**src/rtl/reg_wr_arbiter.sv**
```systemverilog
// Regfile write-port arbiter: one-deep buffers for the SPI config writer (A) and
// the measurement result writer (B), fixed A priority with a B starvation guard.
module reg_wr_arbiter #(
    parameter int A_DATA_W   = 8,
    parameter int B_DATA_W   = 96,
    parameter int A_ADDR_W   = 2,
    parameter int STARVE_MAX = 4
) (
    input  logic                clk_i,
    input  logic                rst_i,
    input  logic                rd_busy_i,
    input  logic                a_wr_en_i,
    input  logic [A_ADDR_W-1:0] a_wr_addr_i,
    input  logic [A_DATA_W-1:0] a_wr_data_i,
    input  logic                b_wr_en_i,
    input  logic [B_DATA_W-1:0] b_wr_data_i,
    output logic                reg_wr_en_o,
    output logic [A_ADDR_W:0]   reg_wr_addr_o,
    output logic [B_DATA_W-1:0] reg_wr_data_o,
    output logic                a_pend_o,
    output logic                b_pend_o,
    output logic                a_drop_o,
    output logic                b_drop_o
);

    localparam int CNT_W = $clog2(STARVE_MAX + 1);

    typedef enum logic [1:0] {
        IDLE = 2'd0,
        WR_A = 2'd1,
        WR_B = 2'd2
    } state_e;

    state_e                state_q, state_d;
    logic                  aValid_q, aValid_d;
    logic [A_ADDR_W-1:0]   aAddr_q, aAddr_d;
    logic [A_DATA_W-1:0]   aData_q, aData_d;
    logic                  bValid_q, bValid_d;
    logic [B_DATA_W-1:0]   bData_q, bData_d;
    logic                  aDrop_q, aDrop_d;
    logic                  bDrop_q, bDrop_d;
    logic [CNT_W-1:0]      starveCnt_q, starveCnt_d;

    logic                  aCommit;
    logic                  bCommit;
    logic                  starveHit;

    assign aCommit   = (state_q == WR_A) && !rd_busy_i;
    assign bCommit   = (state_q == WR_B) && !rd_busy_i;
    assign starveHit = bValid_q && (starveCnt_q == CNT_W'(STARVE_MAX));

    always_ff @(posedge clk_i) begin
        if (rst_i) begin
            state_q     <= IDLE;
            aValid_q    <= 1'b0;
            aAddr_q     <= '0;
            aData_q     <= '0;
            bValid_q    <= 1'b0;
            bData_q     <= '0;
            aDrop_q     <= 1'b0;
            bDrop_q     <= 1'b0;
            starveCnt_q <= '0;
        end else begin
            state_q     <= state_d;
            aValid_q    <= aValid_d;
            aAddr_q     <= aAddr_d;
            aData_q     <= aData_d;
            bValid_q    <= bValid_d;
            bData_q     <= bData_d;
            aDrop_q     <= aDrop_d;
            bDrop_q     <= bDrop_d;
            starveCnt_q <= starveCnt_d;
        end
    end

    // The IDLE decision ignores rd_busy_i; the WR states simply wait it out.
    always_comb begin
        state_d = state_q;
        case (state_q)
            IDLE: begin
                if (aValid_q && !starveHit) begin
                    state_d = WR_A;
                end else if (bValid_q) begin
                    state_d = WR_B;
                end
            end
            WR_A: begin
                if (!rd_busy_i) begin
                    state_d = IDLE;
                end
            end
            WR_B: begin
                if (!rd_busy_i) begin
                    state_d = IDLE;
                end
            end
            default: state_d = IDLE;
        endcase
    end

    // A keeps its oldest request; a commit frees the slot in time for a same-cycle pulse.
    always_comb begin
        aValid_d = aValid_q;
        aAddr_d  = aAddr_q;
        aData_d  = aData_q;
        aDrop_d  = 1'b0;
        if (a_wr_en_i) begin
            if (!aValid_q || aCommit) begin
                aValid_d = 1'b1;
                aAddr_d  = a_wr_addr_i;
                aData_d  = a_wr_data_i;
            end else begin
                aDrop_d = 1'b1;
            end
        end else if (aCommit) begin
            aValid_d = 1'b0;
        end
    end

    // B always keeps the newest result, even while it is being held in WR_B.
    always_comb begin
        bValid_d = bValid_q;
        bData_d  = bData_q;
        bDrop_d  = 1'b0;
        if (b_wr_en_i) begin
            bValid_d = 1'b1;
            bData_d  = b_wr_data_i;
            bDrop_d  = bValid_q && !bCommit;
        end else if (bCommit) begin
            bValid_d = 1'b0;
        end
    end

    always_comb begin
        starveCnt_d = starveCnt_q;
        if (bCommit || !bValid_q) begin
            starveCnt_d = '0;
        end else if (aCommit && (starveCnt_q != CNT_W'(STARVE_MAX))) begin
            starveCnt_d = starveCnt_q + CNT_W'(1);
        end
    end

    always_comb begin
        reg_wr_en_o   = ((state_q == WR_A) || (state_q == WR_B)) && !rd_busy_i;
        reg_wr_addr_o = '0;
        reg_wr_data_o = '0;
        case (state_q)
            WR_A: begin
                reg_wr_addr_o = {1'b0, aAddr_q};
                reg_wr_data_o = B_DATA_W'(aData_q);
            end
            WR_B: begin
                reg_wr_addr_o = {1'b1, {A_ADDR_W{1'b0}}};
                reg_wr_data_o = bData_q;
            end
            default: begin
                reg_wr_addr_o = '0;
                reg_wr_data_o = '0;
            end
        endcase
    end

    assign a_pend_o = aValid_q;
    assign b_pend_o = bValid_q;
    assign a_drop_o = aDrop_q;
    assign b_drop_o = bDrop_q;

endmodule

```
**config.mk**
```make
export PLATFORM = sky130hd
export DESIGN_NAME = reg_wr_arbiter
export DESIGN_NICKNAME = d
export VERILOG_FILES = /design/src/rtl/reg_wr_arbiter.sv
export SDC_FILE = /design/constraint.sdc
export NUM_CORES = 1
export LEC_CHECK = 0
export BUFFER_PORTS_ARGS = -buffer_cell sky130_fd_sc_hd__buf_2
export CAP_MARGIN = 20
export CORE_ASPECT_RATIO = 0.5
export CORE_MARGIN = 4
export CORE_UTILIZATION = 45
export CTS_BUF_LIST = sky130_fd_sc_hd__clkbuf_2
export DETAILED_ROUTE_END_ITERATION = 6
export PLACE_DENSITY = 0.8
export SKIP_LAST_GASP = 1
export SYNTH_ARGS = -nofsm -noshare
export SYNTH_HDL_FRONTEND = slang
export SYNTH_SLANG_ARGS = --single-unit
```
**constraint.sdc**
```tcl
create_clock -name clk_i -period 1.3 [get_ports clk_i]
set_input_delay 0 -clock clk_i [delete_from_list [all_inputs] [get_ports clk_i]]
set_output_delay 0 -clock clk_i [all_outputs]
set_load 0.005 [all_outputs]
```
==> impl_metrics.py, run 1 <==
metrics = {
    "clock_tree": {
        "postCtsResizedCells": 24,
        "cts_buffers": 17,
        "cts_root_buf": "clkbuf_2",
        "clockBufferDepth": 2,
        "cts_setup_buffers": 4,
        "ctsHoldBuffers": 180,
        "clkSinkCount": 115,
        "htree_levels": 4,
    },
    "place": {
        "hpwlAfterDp_microns": 9240,
        "numPortBuffers": 214,
        "place_inst": 853,
        "placed_cell_area_sq_um": 6270,
        "place.gp.congestion": 0.792,
    },
    "die": {
        "num_rows": 26,
        "die_y_microns": 82.8,
        "initial_utilization": 0.477,
        "ios": 215,
        "die_w_microns": 158,
    },
    "status": {
        "error_line": "[ERROR RSZ-0060] Max buffer count reached.",
        "status": "did not finish",
        "failing_step": "4_1_cts",
    },
    "synth": {
        "syn_area_sq_um": 5040,
        "yosysWarnings": 0,
        "avgSynthCellArea_sq_um": 9.66,
        "synthesis.instances": 522,
        "synth.distinct_cells": 27,
        "ys_ff_latch": 115,
        "yosysSeqAreaShare": 0.457,
        "synth_nets": 639,
    },
}
==> Yosys cell counts (all sizes together) <==
cell type / n / area (sq um)
a211o: 1 / 8.76
a22oi: 9 / 67.6
o31ai: 1 / 7.51
nor2b: 10 / 62.6
and4b: 2 / 20.0
nand3b: 2 / 15.0
a21boi: 1 / 11.3
and3: 2 / 12.5
a221o: 1 / 10.0
nor3: 1 / 5.00
a21oi: 4 / 20.0
inv: 5 / 18.8
buf: 27 / 184
clkbuf: 10 / 37.5
nand2: 2 / 7.51
ha: 6 / 75.1
nand2b: 23 / 151
nor2: 99 / 372
mux2i: 107 / 1070
and2: 89 / 557
dfxtp: 115 / 2300
nand3: 2 / 10.0
o21ai: 3 / 15.0
==> metrics by stage <==
stage | hold WS (ps) | setup WS (ps) | TNS (ps)
after floorplan | 30.2 | 84.5 | 0
after global placement | 234 | 45.0 | 0
after detailed placement | 243 | -75.6 | -263
==> cells by family after synthesis <==
kind of cell	count (synthesis)	synth area share
DFF	115	0.457
and+or+nand+nor	232	0.241
AOI/OAI and AO/OA	20	0.0278
muxes	107	0.212
adders and majority gates	6	0.0149
buffers and inverters	42	0.0477
==> run 2: changes to the inputs <==
- CORE_ASPECT_RATIO: 0.5 -> unset
- CORE_UTILIZATION: 45 -> 35
- CTS_BUF_LIST: sky130_fd_sc_hd__clkbuf_2 -> unset
- PLACE_DENSITY: 0.8 -> unset
- PLACE_DENSITY_LB_ADDON: unset -> 0.15
- clock period: 1.3 -> 1.7 ns (I/O delays scaled with it)
==> run 2 against run 1 <==
Compared with the run above:
- area after synthesis stayed put
- synthesized cell count stayed put
- the flow now finishes without violations
==> impl_metrics.py, run 2 <==
metrics = {
    "synth": {
        "synthesis.instances": 522,
        "synth_top_area_frac": 0.457,
        "avgSynthCellArea_sq_um": 9.66,
        "synthTopCellsByArea": "dfxtp_1, mux2i_1, and2_1",
        "synth_nets": 639,
        "yosysSeqAreaShare": 0.457,
        "synth.distinct_cells": 27,
        "yosys-top-cells-count": "dfxtp_1, mux2i_1, nor2_1, and2_1, nand2b_1",
        "ys_ff_latch": 115,
        "yosysWarnings": 0,
        "synthFlopType": "dfxtp_1",
        "synth_area_leader_cell": "dfxtp_1",
        "synth-edff-count": 0,
        "syn_area_sq_um": 5040,
        "yosysMostFrequentCell": "dfxtp_1",
        "synthArstFlopShare": 0,
    },
    "critical_path": {
        "reg2reg_depth": 6,
        "worst_r2r_startpoint": "state_q[1]$_SDFFE_PP0P_",
        "crit_fanout": 39,
        "slowest_delay_ps": 350,
        "cp_top_family": "buffers and inverters",
        "arrival_ps": 1630,
        "reg2reg_to": "a_pend_o$_SDFFE_PP0P_",
        "cp_num_buf_inv": 3,
        "worstSetupStartpointType": "flop",
        "path_cells": "inv_2 > ha_4 > buf_12 > a22oi_1 > nor2b_1 > buf_2",
        "path_class": "reg2out",
        "endpoint_kind": "output pin",
        "worst_path_max_delay_cell": "dfxtp_2",
        "cp_data_required_time_ps": 1700,
        "worst-r2r-setup-slack_ps": 130,
    },
    "clock_tree": {
        "cts_buffers": 17,
        "htree_levels": 4,
        "path_clk_slew_ps": 50,
        "clockBufferDepth": 2,
        "cts_root_buf": "clkbuf_16",
        "insertion_delay_ps": 410,
        "cts_tree": "done",
        "cts_setup_buffers": 0,
        "clkSinkCount": 115,
    },
    "timing": {
        "hold_slack_ps": 22.1,
        "slew_headroom": 0.704,
        "setup_viol": 0,
        "max_freq_ghz": 0.612,
        "final-max-slew-violation-count": 0,
        "skew_ps": 5.26,
        "finalWorstSetupSlack_ps": 67.1,
        "tightestPinTransition_ps": 444,
        "tns_ps": 0,
        "fin_crit_sh": 0.961,
        "period_needed_ps": 1630,
        "finalHoldViolCount": 0,
    },
    "place": {
        "hpwlAfterDp_microns": 9110,
        "pre_cts_ws_ps": 277,
        "placed_cell_area_sq_um": 6240,
        "place.gp.congestion": 0.746,
        "numPortBuffers": 214,
    },
    "power": {
        "p_seq_frac": 0.391,
        "p_leak_uw": 0.00406,
        "clkPwrFrac": 0.468,
        "peakVddDrop_uv": 612,
        "comb_power_share": 0.141,
        "internal_power_uw": 5840,
        "report.power.total_uw": 7550,
        "power_density_nw_per_um2": 933,
        "switching_share": 0.226,
        "p_sw_uw": 1710,
    },
    "worst_hold_path": {
        "holdPathStages": 2,
        "hp-start": "rst_i",
        "hold_end": "bData_q[4]$_SDFFE_PP0P_",
        "hp-class": "in2reg",
    },
    "finish": {
        "largest_register_ffs": 96,
        "final_nets": 964,
        "final_cell_mix": "buf_2, dlygate4sd3_1, dfxtp_1",
        "mostFrequentLayoutCell": "buf_2",
        "reg_top3": "bData_q: 96 flops, aData_q: 8 flops, starveCnt_q: 3 flops",
        "layout-drive-gt1-share": 0.307,
        "area_growth_pct": 60.4,
        "fin_area_sq_um": 8090,
        "regMostFlops": "bData_q",
    },
    "global_routing": {
        "grt_max_degree": 61,
        "antenna_found_initial": 0,
        "grt-ovfl-total": 0,
        "first_global_vias": 4858,
        "grtUsageTotal": 0.174,
        "grt_pass1_wl_microns": 23000,
    },
    "routing": {
        "drc": 0,
        "drtIter0Drc": 137,
        "wl_microns": 14400,
        "via_count": 4622,
        "viasPerCell": 4.45,
        "dr.pass1.iters": 4,
        "drtAntennaViolNets": 0,
        "wl_per_cell_microns": 13.9,
    },
    "die": {
        "dieArea_sq_um": 16400,
        "die_w_microns": 128,
        "ios": 215,
        "core_area_sq_um": 14000,
        "initial_utilization": 0.360,
        "die_y_microns": 128,
        "num_rows": 43,
    },
    "status": {
        "status": "completed",
    },
    "flow_run": {
        "maxCapViolCount": 0,
    },
}
## run 2: cell counts after synthesis
No cell type changed its count.
## run 2: how the worst max path moves through the flow
| stage | startpoint | end | slack (ps) | depth (start not counted) |
|---|---|---|---|---|
| final | state_q[0]$_SDFFE_PP0P_ | reg_wr_data_o[2] | 70 | 6 |
| after global routing | state_q[0]$_SDFFE_PP0P_ | reg_wr_data_o[6] | -20 | 6 |
| after CTS | state_q[0]$_SDFFE_PP0P_ | reg_wr_data_o[77] | -50 | 5 |
| after floorplan | state_q[0]$_SDFFE_PP0P_ | state_q[0]$_SDFFE_PP0P_ | 480 | 4 |
| after detailed placement | state_q[1]$_SDFFE_PP0P_ | aData_q[5]$_SDFFE_PP0P_ | 280 | 6 |
| after global placement | state_q[1]$_SDFFE_PP0P_ | aData_q[3]$_SDFFE_PP0P_ | 380 | 6 |
## run 2: power by group through the flow
stage               sequential, uW  combinational, uW  clock, uW
floorplan                     2970                518          0
global placement              2990                794          0
detailed placement            3000                811          0
CTS                           2950               1030       3620
global route                  2970               1170       3740
finish                        2950               1060       3530
## run 2: kinds of logic (layout without fill, tap and decap cells)
| family | after synthesis | count (layout) | share of synthesized area |
|---|---|---|---|
| multiplexers | 107 | 107 | 0.212 |
| adder cells (fa/ha/maj) | 6 | 6 | 0.0149 |
| AO/OA/AOI/OAI | 20 | 20 | 0.0278 |
| other | 0 | 1 | 0 |
| flip-flops | 115 | 115 | 0.457 |
| buffers and inverters | 42 | 378 | 0.0477 |
| AND/OR/NAND/NOR | 232 | 232 | 0.241 |
## run 2: worst register-to-register path, cell delays in order, from the launching register on
cell           delay (ps)
dfxtp_2               340
inv_2                 110
ha_4                  170
nand2b_4               70
a21oi_1               150
nor2_1                 50
dlygate4sd3_1         560
## run 2: metrics by stage
step | utilization | std cells
after floorplan | - | 522
after global placement | 0.446 | 889
after detailed placement | 0.446 | 889
after CTS | 0.573 | 1038
after global routing | 0.578 | 1038
final | 0.578 | 1039
## run 2: what timing repair did
action                     CTS  global route
hold endpoints to repair   109             0
gates cloned                 0             0
hold buffers               119             0
resized for setup            1            15
setup endpoints to repair   72            63
## run 2: per-layer routing
metal / GRT usage / up-vias / share of wire
met5: 0 / - / 0
met4: 0.0699 / 0 / 0.019
met3: 0.0654 / 24 / 0.074
met2: 0.295 / 150 / 0.48
met1: 0.199 / 2094 / 0.42
li1: - / 2354 / -
## run 2: layout make-up
| class | count | area (sq um) |
|---|---|---|
| fillers | 1205 | 5900 |
| multi-input cells | 365 | 2550 |
| repair buffers | 343 | 2400 |
| flip-flops and latches | 115 | 2300 |
| clock buffers | 26 | 519 |
| well taps | 180 | 225 |
| clock inverters | 4 | 70.1 |
| inverters | 5 | 18.8 |
| diodes | 1 | 2.50 |
(Power assumes the default switching activity.)
